### src/rtl/rgb_led_driver_pkg.sv
// Shared types, colour constants and helpers for the RGB LED driver.
package rgb_pkg;

  typedef logic [2:0] color_t;  // {r, g, b}

  localparam color_t COL_OFF = 3'b000;
  localparam color_t COL_R   = 3'b100;
  localparam color_t COL_G   = 3'b010;
  localparam color_t COL_B   = 3'b001;

  typedef enum logic {StOff, StRun} state_t;

  // True for zero or exactly one bit set.
  function automatic logic is_onehot0(color_t c);
    return (c & (c - 3'd1)) == 3'b000;
  endfunction

endpackage

### src/rtl/rgb_led_driver_if.sv
// Colour inputs, run control, duty and LED/status outputs of the RGB LED driver.
interface rgb_led_driver_if #(
  parameter int unsigned PWM_BITS = 8
);
  logic                en;
  logic                red_in;
  logic                green_in;
  logic                blue_in;
  logic [PWM_BITS-1:0] duty;
  logic                led_r;
  logic                led_g;
  logic                led_b;
  logic                valid;
  logic                err;

  modport master (
    output en, red_in, green_in, blue_in, duty,
    input  led_r, led_g, led_b, valid, err
  );

  modport slave (
    input  en, red_in, green_in, blue_in, duty,
    output led_r, led_g, led_b, valid, err
  );
endinterface

### src/rtl/rgb_led_driver_pwm_gen.sv
// PWM period counter with duty latched only at period boundaries (or while idle).
module pwm_gen #(
  parameter int unsigned PWM_BITS = 8
) (
  input  logic                clk,
  input  logic                rst_n,
  input  logic                i_run,
  input  logic [PWM_BITS-1:0] i_duty,
  output logic                o_pwm_on,
  output logic                o_wrap
);

  logic [PWM_BITS-1:0] r_cnt;
  logic [PWM_BITS-1:0] r_cur_duty;

  assign o_wrap   = i_run && (r_cnt == '1);
  assign o_pwm_on = r_cnt < r_cur_duty;

  always_ff @(posedge clk or negedge rst_n) begin
    if (!rst_n) begin
      r_cnt      <= '0;
      r_cur_duty <= '0;
    end else if (!i_run) begin
      // Idle: park at zero so the first running cycle starts a fresh period.
      r_cnt      <= '0;
      r_cur_duty <= i_duty;
    end else begin
      r_cnt <= r_cnt + 1'b1;
      if (o_wrap) r_cur_duty <= i_duty;
    end
  end

endmodule

### src/rtl/rgb_led_driver.sv
// Glitch-filters the comparator colour, holds the accepted colour and drives a PWM RGB LED.
module rgb_led_driver
  import rgb_pkg::*;
#(
  parameter int unsigned PWM_BITS    = 8,
  parameter int unsigned HOLD_CYCLES = 16
) (
  input logic              clk,
  input logic              rst_n,
  rgb_led_driver_if.slave  bus
);

  localparam logic [15:0] StabMax = 16'(HOLD_CYCLES - 1);

  color_t      r_smp;
  color_t      r_cand;
  color_t      r_pend;
  color_t      r_cur_color;
  logic [15:0] r_stab_cnt;
  logic        r_valid;
  logic        r_err;
  state_t      r_state;
  logic [2:0]  r_led;

  color_t w_in;
  logic   w_same;
  logic   w_stable;
  logic   w_accept;
  logic   w_run;
  logic   w_wrap;
  logic   w_pwm_on;

  assign w_in     = {bus.red_in, bus.green_in, bus.blue_in};
  assign w_same   = (r_smp == r_cand);
  // Requiring the sample to still match keeps a glitch of exactly HOLD_CYCLES samples out.
  assign w_stable = w_same && (r_stab_cnt == StabMax);
  assign w_accept = w_stable && is_onehot0(r_cand) && (r_cand != r_pend);
  assign w_run    = (r_state == StRun) && bus.en;

  always_ff @(posedge clk or negedge rst_n) begin
    if (!rst_n) begin
      r_smp      <= COL_OFF;
      r_cand     <= COL_OFF;
      r_pend     <= COL_OFF;
      r_stab_cnt <= '0;
      r_valid    <= 1'b0;
      r_err      <= 1'b0;
    end else begin
      r_smp   <= w_in;
      r_valid <= w_accept;
      if (!w_same) begin
        r_cand     <= r_smp;
        r_stab_cnt <= '0;
        r_err      <= 1'b0;
      end else begin
        if (r_stab_cnt != StabMax) r_stab_cnt <= r_stab_cnt + 16'd1;
        if (w_stable && !is_onehot0(r_cand)) r_err <= 1'b1;
      end
      if (w_accept) r_pend <= r_cand;
    end
  end

  pwm_gen #(
    .PWM_BITS (PWM_BITS)
  ) u_pwm_gen (
    .clk      (clk),
    .rst_n    (rst_n),
    .i_run    (w_run),
    .i_duty   (bus.duty),
    .o_pwm_on (w_pwm_on),
    .o_wrap   (w_wrap)
  );

  always_ff @(posedge clk or negedge rst_n) begin
    if (!rst_n) begin
      r_state     <= StOff;
      r_cur_color <= COL_OFF;
      r_led       <= 3'b000;
    end else begin
      case (r_state)
        StOff: begin
          r_cur_color <= r_pend;
          r_led       <= 3'b000;
          if (bus.en) r_state <= StRun;
        end
        StRun: begin
          if (!bus.en) begin
            r_state     <= StOff;
            r_cur_color <= r_pend;
            r_led       <= 3'b000;
          end else begin
            if (w_wrap) r_cur_color <= r_pend;
            r_led <= r_cur_color & {3{w_pwm_on}};
          end
        end
        default: r_state <= StOff;
      endcase
    end
  end

  assign bus.led_r = r_led[2];
  assign bus.led_g = r_led[1];
  assign bus.led_b = r_led[0];
  assign bus.valid = r_valid;
  assign bus.err   = r_err;

endmodule

### src/flat_wrapper.sv
// flat-port wrapper written by rule: the top's interface ports become plain ports
module rgb_led_driver_flat import rgb_pkg::*;
#(
  parameter int unsigned PWM_BITS    = 8,
  parameter int unsigned HOLD_CYCLES = 16
)
  (clk, rst_n, bus_en, bus_red_in, bus_green_in, bus_blue_in, bus_duty, bus_led_r, bus_led_g, bus_led_b, bus_valid, bus_err);
  rgb_led_driver_if #(.PWM_BITS(PWM_BITS)) bus_i ();
  input logic clk;
  input logic rst_n;
  input wire logic [$bits(bus_i.en)-1:0] bus_en;
  input wire logic [$bits(bus_i.red_in)-1:0] bus_red_in;
  input wire logic [$bits(bus_i.green_in)-1:0] bus_green_in;
  input wire logic [$bits(bus_i.blue_in)-1:0] bus_blue_in;
  input wire logic [$bits(bus_i.duty)-1:0] bus_duty;
  output wire logic [$bits(bus_i.led_r)-1:0] bus_led_r;
  output wire logic [$bits(bus_i.led_g)-1:0] bus_led_g;
  output wire logic [$bits(bus_i.led_b)-1:0] bus_led_b;
  output wire logic [$bits(bus_i.valid)-1:0] bus_valid;
  output wire logic [$bits(bus_i.err)-1:0] bus_err;
  assign bus_i.en = bus_en;
  assign bus_i.red_in = bus_red_in;
  assign bus_i.green_in = bus_green_in;
  assign bus_i.blue_in = bus_blue_in;
  assign bus_i.duty = bus_duty;
  assign bus_led_r = bus_i.led_r;
  assign bus_led_g = bus_i.led_g;
  assign bus_led_b = bus_i.led_b;
  assign bus_valid = bus_i.valid;
  assign bus_err = bus_i.err;
  rgb_led_driver #(.PWM_BITS(PWM_BITS), .HOLD_CYCLES(HOLD_CYCLES)) u_core (.clk(clk), .rst_n(rst_n), .bus(bus_i));
endmodule
### config.mk
export PLATFORM = sky130hd
export DESIGN_NAME = rgb_led_driver_flat
export DESIGN_NICKNAME = d
export VERILOG_FILES = /design/src/rtl/rgb_led_driver_pkg.sv /design/src/rtl/rgb_led_driver_if.sv /design/src/rtl/rgb_led_driver_pwm_gen.sv /design/src/rtl/rgb_led_driver.sv /design/src/flat_wrapper.sv
export SDC_FILE = /design/constraint.sdc
export NUM_CORES = 1
export LEC_CHECK = 0
export BUFFER_PORTS_ARGS = -buffer_cell sky130_fd_sc_hd__buf_2
export CAP_MARGIN = 20
export CORE_MARGIN = 2
export CORE_UTILIZATION = 59
export DETAILED_ROUTE_END_ITERATION = 10
export PLACE_DENSITY = 0.79
export SETUP_SLACK_MARGIN = 0.15
export SLEW_MARGIN = 30
export SYNTH_ARGS = -nofsm -noshare
export SYNTH_HDL_FRONTEND = slang
export SYNTH_SLANG_ARGS = --single-unit
### constraint.sdc
create_clock -name clk -period 4.35 [get_ports clk]
set_clock_uncertainty 0.2 [all_clocks]
set_input_delay 0.87 -clock clk [delete_from_list [all_inputs] [get_ports clk]]
set_output_delay 0.87 -clock clk [all_outputs]
set_load 0.03 [all_outputs]
# After elaboration in Yosys (flattened, before gate mapping)
# Index checks and enable logic that the tools add are counted.
# word_totals
ff_bits	50
in_bits	14
out_inout_bits	5
wordCells	48
# op_classes
n_lt_le_gt_ge	1
n_eq_ne	9
muxes	13
bitwise	3
n_reduce_logical	8
addsub	3
# ops
op	count
16-bit two-way mux	2
8-bit two-way mux	3
16-bit by 1-bit adder with 16-bit output (second input constant)	1
16-bit by 4-bit equality test with 1-bit output (second input constant)	1
16-bit by 4-bit inequality test with 1-bit output (second input constant)	1
3-bit one-hot mux with 2 select lines	2
3-bit two-way mux	3
8-bit by 1-bit adder with 8-bit output (second input constant)	1
8-bit equality test (second input constant)	1
8-bit less-than comparator	1
3-bit AND	2
1-bit logical AND	6
2-bit inequality test (second input constant)	2
3-bit equality test	1
3-bit logical NOT	1
1-bit two-way mux	3
3-bit inequality test	1
3-bit inequality test (second input constant)	1
3-bit by 1-bit subtractor with 3-bit output (second input constant)	1
2-bit by 1-bit inequality test with 1-bit output (second input constant)	1
1-bit logical NOT	1
1-bit inverter	1

# Logic depth before layout (Yosys ltp)
# Gate-level depths: netlist of run 1.
# depth
depth_word	7
ltp_mapped	6
mapped_depth_nobuf	6

# By module
# From an unflattened synthesis of run 1, not the netlist that was laid out.
# unflattened
hier_cells	211
hier_area_um2	2397.3
# modules_own_cells
module	cells_each	seq_area_each_um2	area_each_um2	instances
rgb_led_driver	133	850.8	1559.0	1
pwm_gen	78	400.4	838.3	1

# Worst setup path after synthesis of run 1
# No wires, ideal clock.
# synth_path
path_type	register to register
from	register u_core.r_cand[0]
to	register u_core.r_pend[0]
setup_ns	0.125
stages_incl_launch_ff	7
setup_slack_ns	2.375
arrival_time_ns	1.651
period_less_slack_ns	1.975
cell_sequence	dfrtp_1 > buf_6 > xor2_2 > or3_1 > buf_6 > nor3_2 > mux2_2
# synth_between
elab_chain_cells	5
word_cells_on_any_way	8
# synth_rtl
element	line	source
from (decl)	rgb_led_driver.sv:16	color_t r_cand;
from (signal assigned)	rgb_led_driver.sv:52	r_cand <= r_smp;
3-bit by 1-bit subtractor with 3-bit output	rgb_led_driver_pkg.sv:15	return (c & (c - 3'd1)) == 3'b000;
3-bit AND	rgb_led_driver_pkg.sv:15	
3-bit logical NOT	rgb_led_driver_pkg.sv:15	
1-bit logical AND (2 in a row)	rgb_led_driver.sv:37	assign w_accept = w_stable && is_onehot0(r_cand) && (r_cand != r_pend);
to (signal assigned)	rgb_led_driver.sv:59	if (w_accept) r_pend <= r_cand;
to (decl)	rgb_led_driver.sv:17	color_t r_pend;
# Parallel ways exist; a longest one is shown, timed or not.
# A chain may end at the register's enable or synchronous reset.

# Worst setup path after layout of run 1
# Same ends and word-level chain as after synthesis.

==> flow_metrics.env, run 1 <==
export IMPL_status="completed"
export IMPL_final_common_cell="dfrtp_1"
export IMPL_reg2reg_slack_ps=2110
export IMPL_synth_cell_types=32
export IMPL_power_leakage_nw=1.19
export IMPL_critical_path_class="reg2reg"
export IMPL_maxCapViolCount=0
export IMPL_slew_headroom_pct=60.0
export IMPL_rsz0062_at_grt="false"
export IMPL_io_pins=19
export IMPL_yosysSeqAreaShare_pct=52.8
export IMPL_timing_final_crit_share_pct=51.5
export IMPL_tns_ps=0
export IMPL_worst_pin_slew_ps=600
export IMPL_areaGrowthSynthToFinish_pct=8.39
export IMPL_synthAdderAreaFrac_pct=5.17
export IMPL_r2r_cells=4
export IMPL_grt_pass1_wl_mm=6.47
export IMPL_final_area_mm2=0.00257
export IMPL_drive_gt1_share_pct=18.8
export IMPL_synth_top_family_by_area="simple AND/OR/NAND/NOR gates"
export IMPL_htreeDepth=2
export IMPL_synthXorXnorAreaFrac_pct=7.71
export IMPL_p_total_mw=0.848
export IMPL_fmaxAchievable_ghz=0.446
export IMPL_powerDensity_mw_per_mm2=330
export IMPL_synth_simple_gate_area_share_pct=16.5
export IMPL_antenna_found_initial=0
export IMPL_diodes=0
export IMPL_hold_buffers=0
export IMPL_rr_startpoint="u_core.r_cand[0]"
export IMPL_num_nets_final=256
export IMPL_crit_path_end_kind="flip-flop"
export IMPL_hold_path_startpoint="u_core.r_smp[1]"
export IMPL_cts_resized_gates=0
export IMPL_die_area_mm2=0.00454
export IMPL_startpoint="u_core.r_cand[0]"
export IMPL_drc_errors=0
export IMPL_cts_setup_buffers=0
export IMPL_setup_viol=0
export IMPL_slew_viol_final=0
export IMPL_syn_area_mm2=0.00237
export IMPL_ir_drop_mv=0.255
export IMPL_place_gp_congestion=0.827
export IMPL_clock_path_buffers=2
export IMPL_min_path_type="reg2reg"
export IMPL_synth_mux_area_fraction_pct=6.65
export IMPL_cp_data_required_time_ps=4340
export IMPL_synth_compound_area_share_pct=6.81
export IMPL_synth_fp_nets=242
export IMPL_grt_remaining_overflow=0
export IMPL_clockRootBuffer="clkbuf_8"
export IMPL_numPortBuffers=18
export IMPL_rows=23
export IMPL_clock_latency_ps=300
export IMPL_antenna_left=0
export IMPL_ys_warn_count=0
export IMPL_cts_inserted_buffers=5
export IMPL_coreArea_mm2=0.00394
export IMPL_place_area_mm2=0.00246
export IMPL_clock_sinks=50
export IMPL_hpwl_mm=2.75
export IMPL_start_util_pct=60.1
export IMPL_layout_common_cells="50 x dfrtp_1, 21 x nor2_1, 17 x buf_2"
export IMPL_period_needed_ps=2240
export IMPL_wire_per_inst_um=13.5
export IMPL_dr_total_vias=1591
export IMPL_grt_pass1_vias=1458
export IMPL_cp_start_kind="flip-flop"
export IMPL_whs_endpoint="u_core.r_cand[1]"
export IMPL_avgSynthCellArea_um2=10.8
export IMPL_grt_usage_pct=19.3
export IMPL_synth_cells=219
export IMPL_hold_viol_final=0
export IMPL_arrival_ps=2230
export IMPL_wl_mm=3.83
export IMPL_crit_fanout=18
export IMPL_tritoncts="yes"
export IMPL_hold_path_depth=0
export IMPL_first_pass_iters=4
export IMPL_clk_pin_slew_ps=80
export IMPL_viasPerCell=5.60
export IMPL_drtIter0Drc=174
export IMPL_dieWidth_um=67.4
export IMPL_ys_ff_latch=50
export IMPL_die_h_um=67.4
export IMPL_r2r_end="u_core.r_pend[0]"
export IMPL_grt_max_degree=51
-- synthesized netlist by cell type --
library cell,instances,area (µm²)
nor4_1,3,18.8
nor3_2,1,10.0
a21o_1,1,7.51
o311ai_1,1,8.76
and4_1,3,26.3
nand2b_1,3,18.8
xor2_1,12,105
buf_6,3,33.8
and3_1,4,25.0
nor2_1,21,78.8
or2_2,1,6.26
clkbuf_1,7,26.3
a21oi_1,14,70.1
or4_1,1,7.51
o211ai_1,1,7.51
inv_1,10,37.5
buf_2,1,5.00
maj3_1,1,10.0
xor2_2,1,16.3
o21ai_0,10,50.1
a31o_2,1,8.76
a311oi_1,1,8.76
nand2_1,9,33.8
ha_1,9,113
xnor2_1,7,61.3
nand3_1,11,55.1
or3_1,4,25.0
nor3_1,4,20.0
dfrtp_1,50,1250
mux2_2,14,158
nand4_1,7,43.8
nor3b_1,3,22.5
-- worst max path at each step --
stage                     slack [ps]  cells after the start                              to
after global placement          2090                      4  u_core.u_pwm_gen.r_cur_duty[1]
after floorplan                 2370                      6                u_core.r_pend[0]
after global routing            2010                      4                u_core.r_pend[0]
after CTS                       2100                      4                u_core.r_pend[0]
final                           2110                      4                u_core.r_pend[0]
after detailed placement        2060                      4  u_core.u_pwm_gen.r_cur_duty[0]
-- power breakdown --
| group | internal (mW) | switching [mW] | total (mW) |
|---|---|---|---|
| registers | 0.476 | 0.00918 | 0.485 |
| logic | 0.0201 | 0.0283 | 0.0484 |
| clock network | 0.169 | 0.146 | 0.315 |
-- cell families (layout without fill, tap and decap cells) --
| logic type | Yosys count | in the layout |
|---|---|---|
| fa+ha+maj | 10 | 10 |
| simple gates | 75 | 75 |
| flops | 50 | 50 |
| xor+xnor | 20 | 20 |
| buf+inv | 21 | 36 |
| mux | 14 | 14 |
| compound gates | 29 | 29 |
-- registers in the layout, summed over array words and instances (netlist names) --
register / flops
u_core.u_pwm_gen.r_cnt: 8
u_core.u_pwm_gen.r_cur_duty: 8
u_core.r_stab_cnt: 16
u_core.r_led: 3
u_core.r_pend: 3
u_core.r_cur_color: 3
u_core.bus.err: 1
u_core.r_cand: 3
u_core.r_state: 1
u_core.r_smp: 3
u_core.bus.valid: 1
-- area by class of cell --
cell class / count / area (µm²)
tap: 50 / 62.6
clock buffer: 5 / 68.8
timing repair buffer: 18 / 92.6
inverter: 10 / 37.5
fill: 302 / 1370
clock inverter: 3 / 40.0
sequential: 50 / 1250
multi-input combinational: 148 / 1020
-- critical path, stage by stage, from the launching register on --
cell     delay [ps]
dfrtp_1         470
xor2_2          170
or3_1           640
nor3_2          290
mux2_2          360
-- layer usage --
metal / GRT usage [%] / share of wire [%]
met4: 8.67 / 2.4
met1: 26.6 / 48
met3: 5.00 / 3.0
met2: 28.8 / 47
met5: 0 / 0
-- through the flow --
| step | setup WS (ps) | utilization (%) | instances | hold WS (ps) |
|---|---|---|---|---|
| after CTS | 2100 | 65.2 | 284 | 207 |
| after global routing | 2010 | 65.2 | 284 | 221 |
| after global placement | 2090 | 62.3 | 276 | 178 |
| final | 2110 | 65.2 | 284 | 199 |
| after floorplan | 2370 | - | 219 | 245 |
| after detailed placement | 2060 | 62.4 | 276 | 178 |
Power figures use the tool's default switching activity.
==> run 2: changes to the inputs <==
==> constraint.sdc (replaced) <==
create_clock -name clk -period 2.3 [get_ports clk]
set_clock_uncertainty 0.2 [all_clocks]
set_input_delay 0.46 -clock clk [delete_from_list [all_inputs] [get_ports clk]]
set_output_delay 0.46 -clock clk [all_outputs]
set_load 0.03 [all_outputs]
==> run 2 against run 1 <==
Clock power up 89%. Non-clock buffer count up 6. Sequential share of layout area down 1.5 points. Via count up 4.7%. Design area up 3.2%. Critical path type unchanged. Critical endpoint unchanged. Highest routed layer unchanged.
==> flow_metrics.env, run 2 (synthesized netlist as in run 1, its figures left out) <==
export IMPL_status="completed"
export IMPL_maxCapViolCount=0
export IMPL_grt_pass1_vias=1587
export IMPL_place_gp_congestion=0.917
export IMPL_powerDensity_mw_per_mm2=610
export IMPL_crit_chain="xor2_2, or3_4, nor3_2, mux2_2"
export IMPL_cpPeakStageDelay_ps=470
export IMPL_viasPerCell=5.74
export IMPL_cp_start_kind="flip-flop"
export IMPL_dr_total_vias=1665
export IMPL_power_leakage_nw=1.23
export IMPL_grt_usage_pct=21.7
export IMPL_clockRootBuffer="clkbuf_8"
export IMPL_critical_path_class="reg2reg"
export IMPL_largest_reg_flops=16
export IMPL_timing_final_crit_share_pct=88.7
export IMPL_fillCellCount=282
export IMPL_arrival_ps=2030
export IMPL_clk_pin_slew_ps=80
export IMPL_dieWidth_um=67.4
export IMPL_hold_viol_final=0
export IMPL_whs_ps=62.0
export IMPL_layout_common_cells="50 x dfrtp_1, 21 x nor2_1, 18 x buf_2"
export IMPL_cts_inserted_buffers=5
export IMPL_diodes=0
export IMPL_numPortBuffers=18
export IMPL_drc_errors=0
export IMPL_grt_max_degree=29
export IMPL_clock_path_buffers=2
export IMPL_top_usage_layer="met2"
export IMPL_first_pass_iters=4
export IMPL_ir_drop_mv=0.458
export IMPL_die_area_mm2=0.00454
export IMPL_grt_remaining_overflow=0
export IMPL_largest_register="u_core.r_stab_cnt"
export IMPL_slew_viol_final=0
export IMPL_areaGrowthSynthToFinish_pct=11.8
export IMPL_final_common_cell="dfrtp_1"
export IMPL_place_area_mm2=0.00250
export IMPL_antenna_left=0
export IMPL_final_area_mm2=0.00265
export IMPL_io_pins=19
export IMPL_wl_mm=4.28
export IMPL_tritoncts="yes"
export IMPL_coreArea_mm2=0.00394
export IMPL_drtIter0Drc=171
export IMPL_fmaxAchievable_ghz=0.490
export IMPL_min_path_type="in2reg"
export IMPL_setup_viol=0
export IMPL_reg_top3="u_core.r_stab_cnt x16, u_core.u_pwm_gen.r_cnt x8, u_core.u_pwm_gen.r_cur_duty x8"
export IMPL_clock_sinks=50
export IMPL_tns_ps=0
export IMPL_start_util_pct=60.1
export IMPL_worst_pin_slew_ps=547
export IMPL_met3_usage_pct=5.00
export IMPL_antenna_found_initial=0
export IMPL_drive_gt1_share_pct=22.1
export IMPL_grt_pass1_wl_mm=7.20
export IMPL_hpwl_mm=3.03
export IMPL_cp_data_required_time_ps=2290
export IMPL_wire_per_inst_um=14.8
export IMPL_cp_slowest_cell="dfrtp_1"
export IMPL_crit_path_end_kind="flip-flop"
export IMPL_clock_latency_ps=300
export IMPL_htreeDepth=2
export IMPL_rows=23
export IMPL_slew_headroom_pct=63.6
export IMPL_num_nets_final=262
export IMPL_die_h_um=67.4
export IMPL_rsz0062_at_grt="false"
export IMPL_met2_usage_pct=33.8
export IMPL_period_needed_ps=2040
export IMPL_use_met1_pct=29.4
export IMPL_crit_fanout=9
run 2: repair_timing:
action,CTS,global route
setup buffers,0,1
hold endpoints to repair,22,0
hold buffers,1,0
pin swaps,0,2
endpoints found under the setup margin,2,2
gates resized for setup,3,1
run 2: area by class of cell:
cell class	instances	area, µm²	share of cell area (%)
flip-flops and latches	50	1250	47.2
multi-input cells	148	1040	39.2
repair buffers	24	150	5.67
clock buffers	5	68.8	2.60
well taps	50	62.6	2.36
clock inverters	3	40.0	1.51
inverters	10	37.5	1.42
run 2: per-stage QoR:
stage,util (%),std cells,power [mW],worst slack [ps]
floorplan,-,219,0.995,325
global placement,63.4,280,1.03,242
detailed placement,63.4,280,1.04,155
CTS,66.9,289,1.63,172
global route,67.2,290,1.68,201
finish,67.2,290,1.62,259
run 2: critical path: cells and delay by family (launching register included):
family / cells / cell delay (ps)
simple gates: 2 / 710
mux: 1 / 370
xor+xnor: 1 / 180
flops: 1 / 470
run 2: routing by layer:
| metal | vias to the layer above | part of all wire, % |
|---|---|---|
| li1 | 801 | - |
| met1 | 809 | 45 |
| met2 | 43 | 47 |
| met3 | 12 | 5.1 |
| met4 | 0 | 2.5 |
| met5 | - | 0 |
run 2: worst paths after layout:
kind | from | end | slack (ps) | cells after the start
max | u_core.r_cand[0] | u_core.r_pend[0] | 260 | 4
min in group asynchronous | rst_n | u_core.r_stab_cnt[6] | 470 | 2
max in group asynchronous | rst_n | u_core.u_pwm_gen.r_cnt[6] | 900 | 3
min reg2reg | u_core.r_smp[1] | u_core.r_cand[1] | 200 | 0
min | bus_blue_in | u_core.r_smp[0] | 60 | 1
max reg2reg | u_core.r_cand[0] | u_core.r_pend[0] | 260 | 4
run 2: power breakdown:
part	leakage (nW)	switching, mW	internal [mW]
registers	0.662	0.0171	0.900
clock network	0.0579	0.276	0.320
logic	0.507	0.0571	0.0459
==> run 3: changes to the inputs <==
--- a/config.mk
+++ b/config.mk
@@ -11,6 +11,7 @@
 export CORE_UTILIZATION = 59
 export DETAILED_ROUTE_END_ITERATION = 10
 export PLACE_DENSITY = 0.79
+export RECOVER_POWER = 100
 export SETUP_SLACK_MARGIN = 0.15
 export SLEW_MARGIN = 30
 export SYNTH_ARGS = -nofsm -noshare
==> run 3 against run 2 <==
Clock-buffer cell count stayed put. Largest power group unchanged. Cell count unchanged. Sequential share of layout area grew 0.38 points. Non-clock buffer count unchanged. Total power decreased by 0.15%. Highest routed layer unchanged. Critical endpoint unchanged.
==> flow_metrics.env, run 3 (synthesized netlist as in run 1, its figures left out) <==
export IMPL_tns_ps=0
export IMPL_clock_path_buffers=2
export IMPL_critical_path_class="reg2reg"
export IMPL_ir_drop_mv=0.458
export IMPL_io_pins=19
export IMPL_wire_per_inst_um=14.9
export IMPL_clock_sinks=50
export IMPL_grt_remaining_overflow=0
export IMPL_slew_viol_final=0
export IMPL_num_nets_final=262
export IMPL_antenna_left=0
export IMPL_clk_pin_slew_ps=90
export IMPL_place_gp_congestion=0.917
export IMPL_cp_data_required_time_ps=2290
export IMPL_diodes=0
export IMPL_drive_gt1_share_pct=18.3
export IMPL_drtIter0Drc=160
export IMPL_slew_headroom_pct=63.5
export IMPL_cts_inserted_buffers=5
export IMPL_layout_common_cells="50 x dfrtp_1, 21 x nor2_1, 14 x a21oi_1, 14 x mux2_2"
export IMPL_die_h_um=67.4
export IMPL_areaGrowthSynthToFinish_pct=10.9
export IMPL_status="completed"
export IMPL_grt_pass1_wl_mm=7.20
export IMPL_antenna_found_initial=0
export IMPL_period_needed_ps=2140
export IMPL_grt_pass1_vias=1587
export IMPL_grt_usage_pct=21.7
export IMPL_clockRootBuffer="clkbuf_8"
export IMPL_first_pass_iters=4
export IMPL_reg_top3="u_core.r_stab_cnt x16, u_core.u_pwm_gen.r_cnt x8, u_core.u_pwm_gen.r_cur_duty x8"
export IMPL_rows=23
export IMPL_clock_latency_ps=290
export IMPL_grt_max_degree=29
export IMPL_numPortBuffers=18
export IMPL_powerDensity_mw_per_mm2=614
export IMPL_min_path_type="in2reg"
export IMPL_fmaxAchievable_ghz=0.468
export IMPL_dr_total_vias=1667
export IMPL_htreeDepth=2
export IMPL_timing_final_crit_share_pct=93.0
export IMPL_maxCapViolCount=0
export IMPL_crit_path_end_kind="flip-flop"
export IMPL_hold_viol_final=0
export IMPL_start_util_pct=60.1
export IMPL_die_area_mm2=0.00454
export IMPL_fillCellCount=289
export IMPL_fin_util_pct=66.7
export IMPL_worst_pin_slew_ps=548
export IMPL_hpwl_mm=3.03
export IMPL_reg2reg_slack_ps=160
export IMPL_dieWidth_um=67.4
export IMPL_arrival_ps=2120
export IMPL_largest_register="u_core.r_stab_cnt"
export IMPL_cp_start_kind="flip-flop"
export IMPL_largest_reg_flops=16
export IMPL_setup_viol=0
export IMPL_tritoncts="yes"
export IMPL_drc_errors=0
export IMPL_coreArea_mm2=0.00394
export IMPL_final_common_cell="dfrtp_1"
export IMPL_rsz0062_at_grt="false"
export IMPL_viasPerCell=5.75
export IMPL_power_leakage_nw=1.19
export IMPL_crit_fanout=7
export IMPL_wl_mm=4.32
## run 3: critical path: stages, from the launching register on
cell and delay (ps):
dfrtp_1 450, nor4_1 480, nand4_1 250, nor3_2 280, mux2_2 370
## run 3: worst paths after layout
path | startpoint | end | depth (start not counted)
worst max-delay path | u_core.r_stab_cnt[4] | u_core.r_pend[0] | 4
min in group asynchronous | rst_n | u_core.r_stab_cnt[6] | 2
worst min-delay path | bus_blue_in | u_core.r_smp[0] | 1
worst min register to register | u_core.r_smp[1] | u_core.r_cand[1] | 0
max in group asynchronous | rst_n | u_core.r_smp[1] | 3
worst max register to register | u_core.r_stab_cnt[4] | u_core.r_pend[0] | 4
## run 3: cell type report
class,count,area [µm²],area share [%]
Clock buffer,5,68.8,2.62
Clock inverter,3,40.0,1.52
Inverter,10,37.5,1.43
Multi-Input combinational cell,148,1030,39.3
Sequential cell,50,1250,47.6
Tap cell,50,62.6,2.38
Timing Repair Buffer,24,135,5.14
## run 3: routing by layer
layer | GRT usage, % | up-vias | part of all wire (%)
met1 | 29.4 | 818 | 47
met3 | 5.00 | 12 | 3.5
met2 | 33.8 | 33 | 47
met4 | 9.18 | 0 | 2.4
met5 | 0 | - | 0
li1 | - | 804 | -
## run 3: repair_timing
action / in CTS / in global routing
gates resized for setup: 3 / 1
setup endpoints to repair: 2 / 2
pin swaps: 0 / 2
hold buffers: 1 / 0
hold endpoints to repair: 22 / 0
setup buffers: 0 / 1
## run 3: through the flow
stage / hold WS, ps / power, mW / worst slack [ps] / cell area [µm²] / std cells
2_1_floorplan: -35.6 / 0.995 / 325 / 2370 / 219
3_3_place_gp: 179 / 1.03 / 242 / 2500 / 280
3_5_place_dp: 183 / 1.04 / 155 / 2500 / 280
4_1_cts: 52.4 / 1.63 / 172 / 2640 / 289
5_1_grt: 48.8 / 1.68 / 114 / 2630 / 290
6_report: 63.1 / 1.61 / 161 / 2630 / 290
## run 3: report_power, final
part,switching [mW],total (mW),internal (mW)
clock network,0.276,0.596,0.320
logic,0.0573,0.101,0.0438
registers,0.0171,0.917,0.900
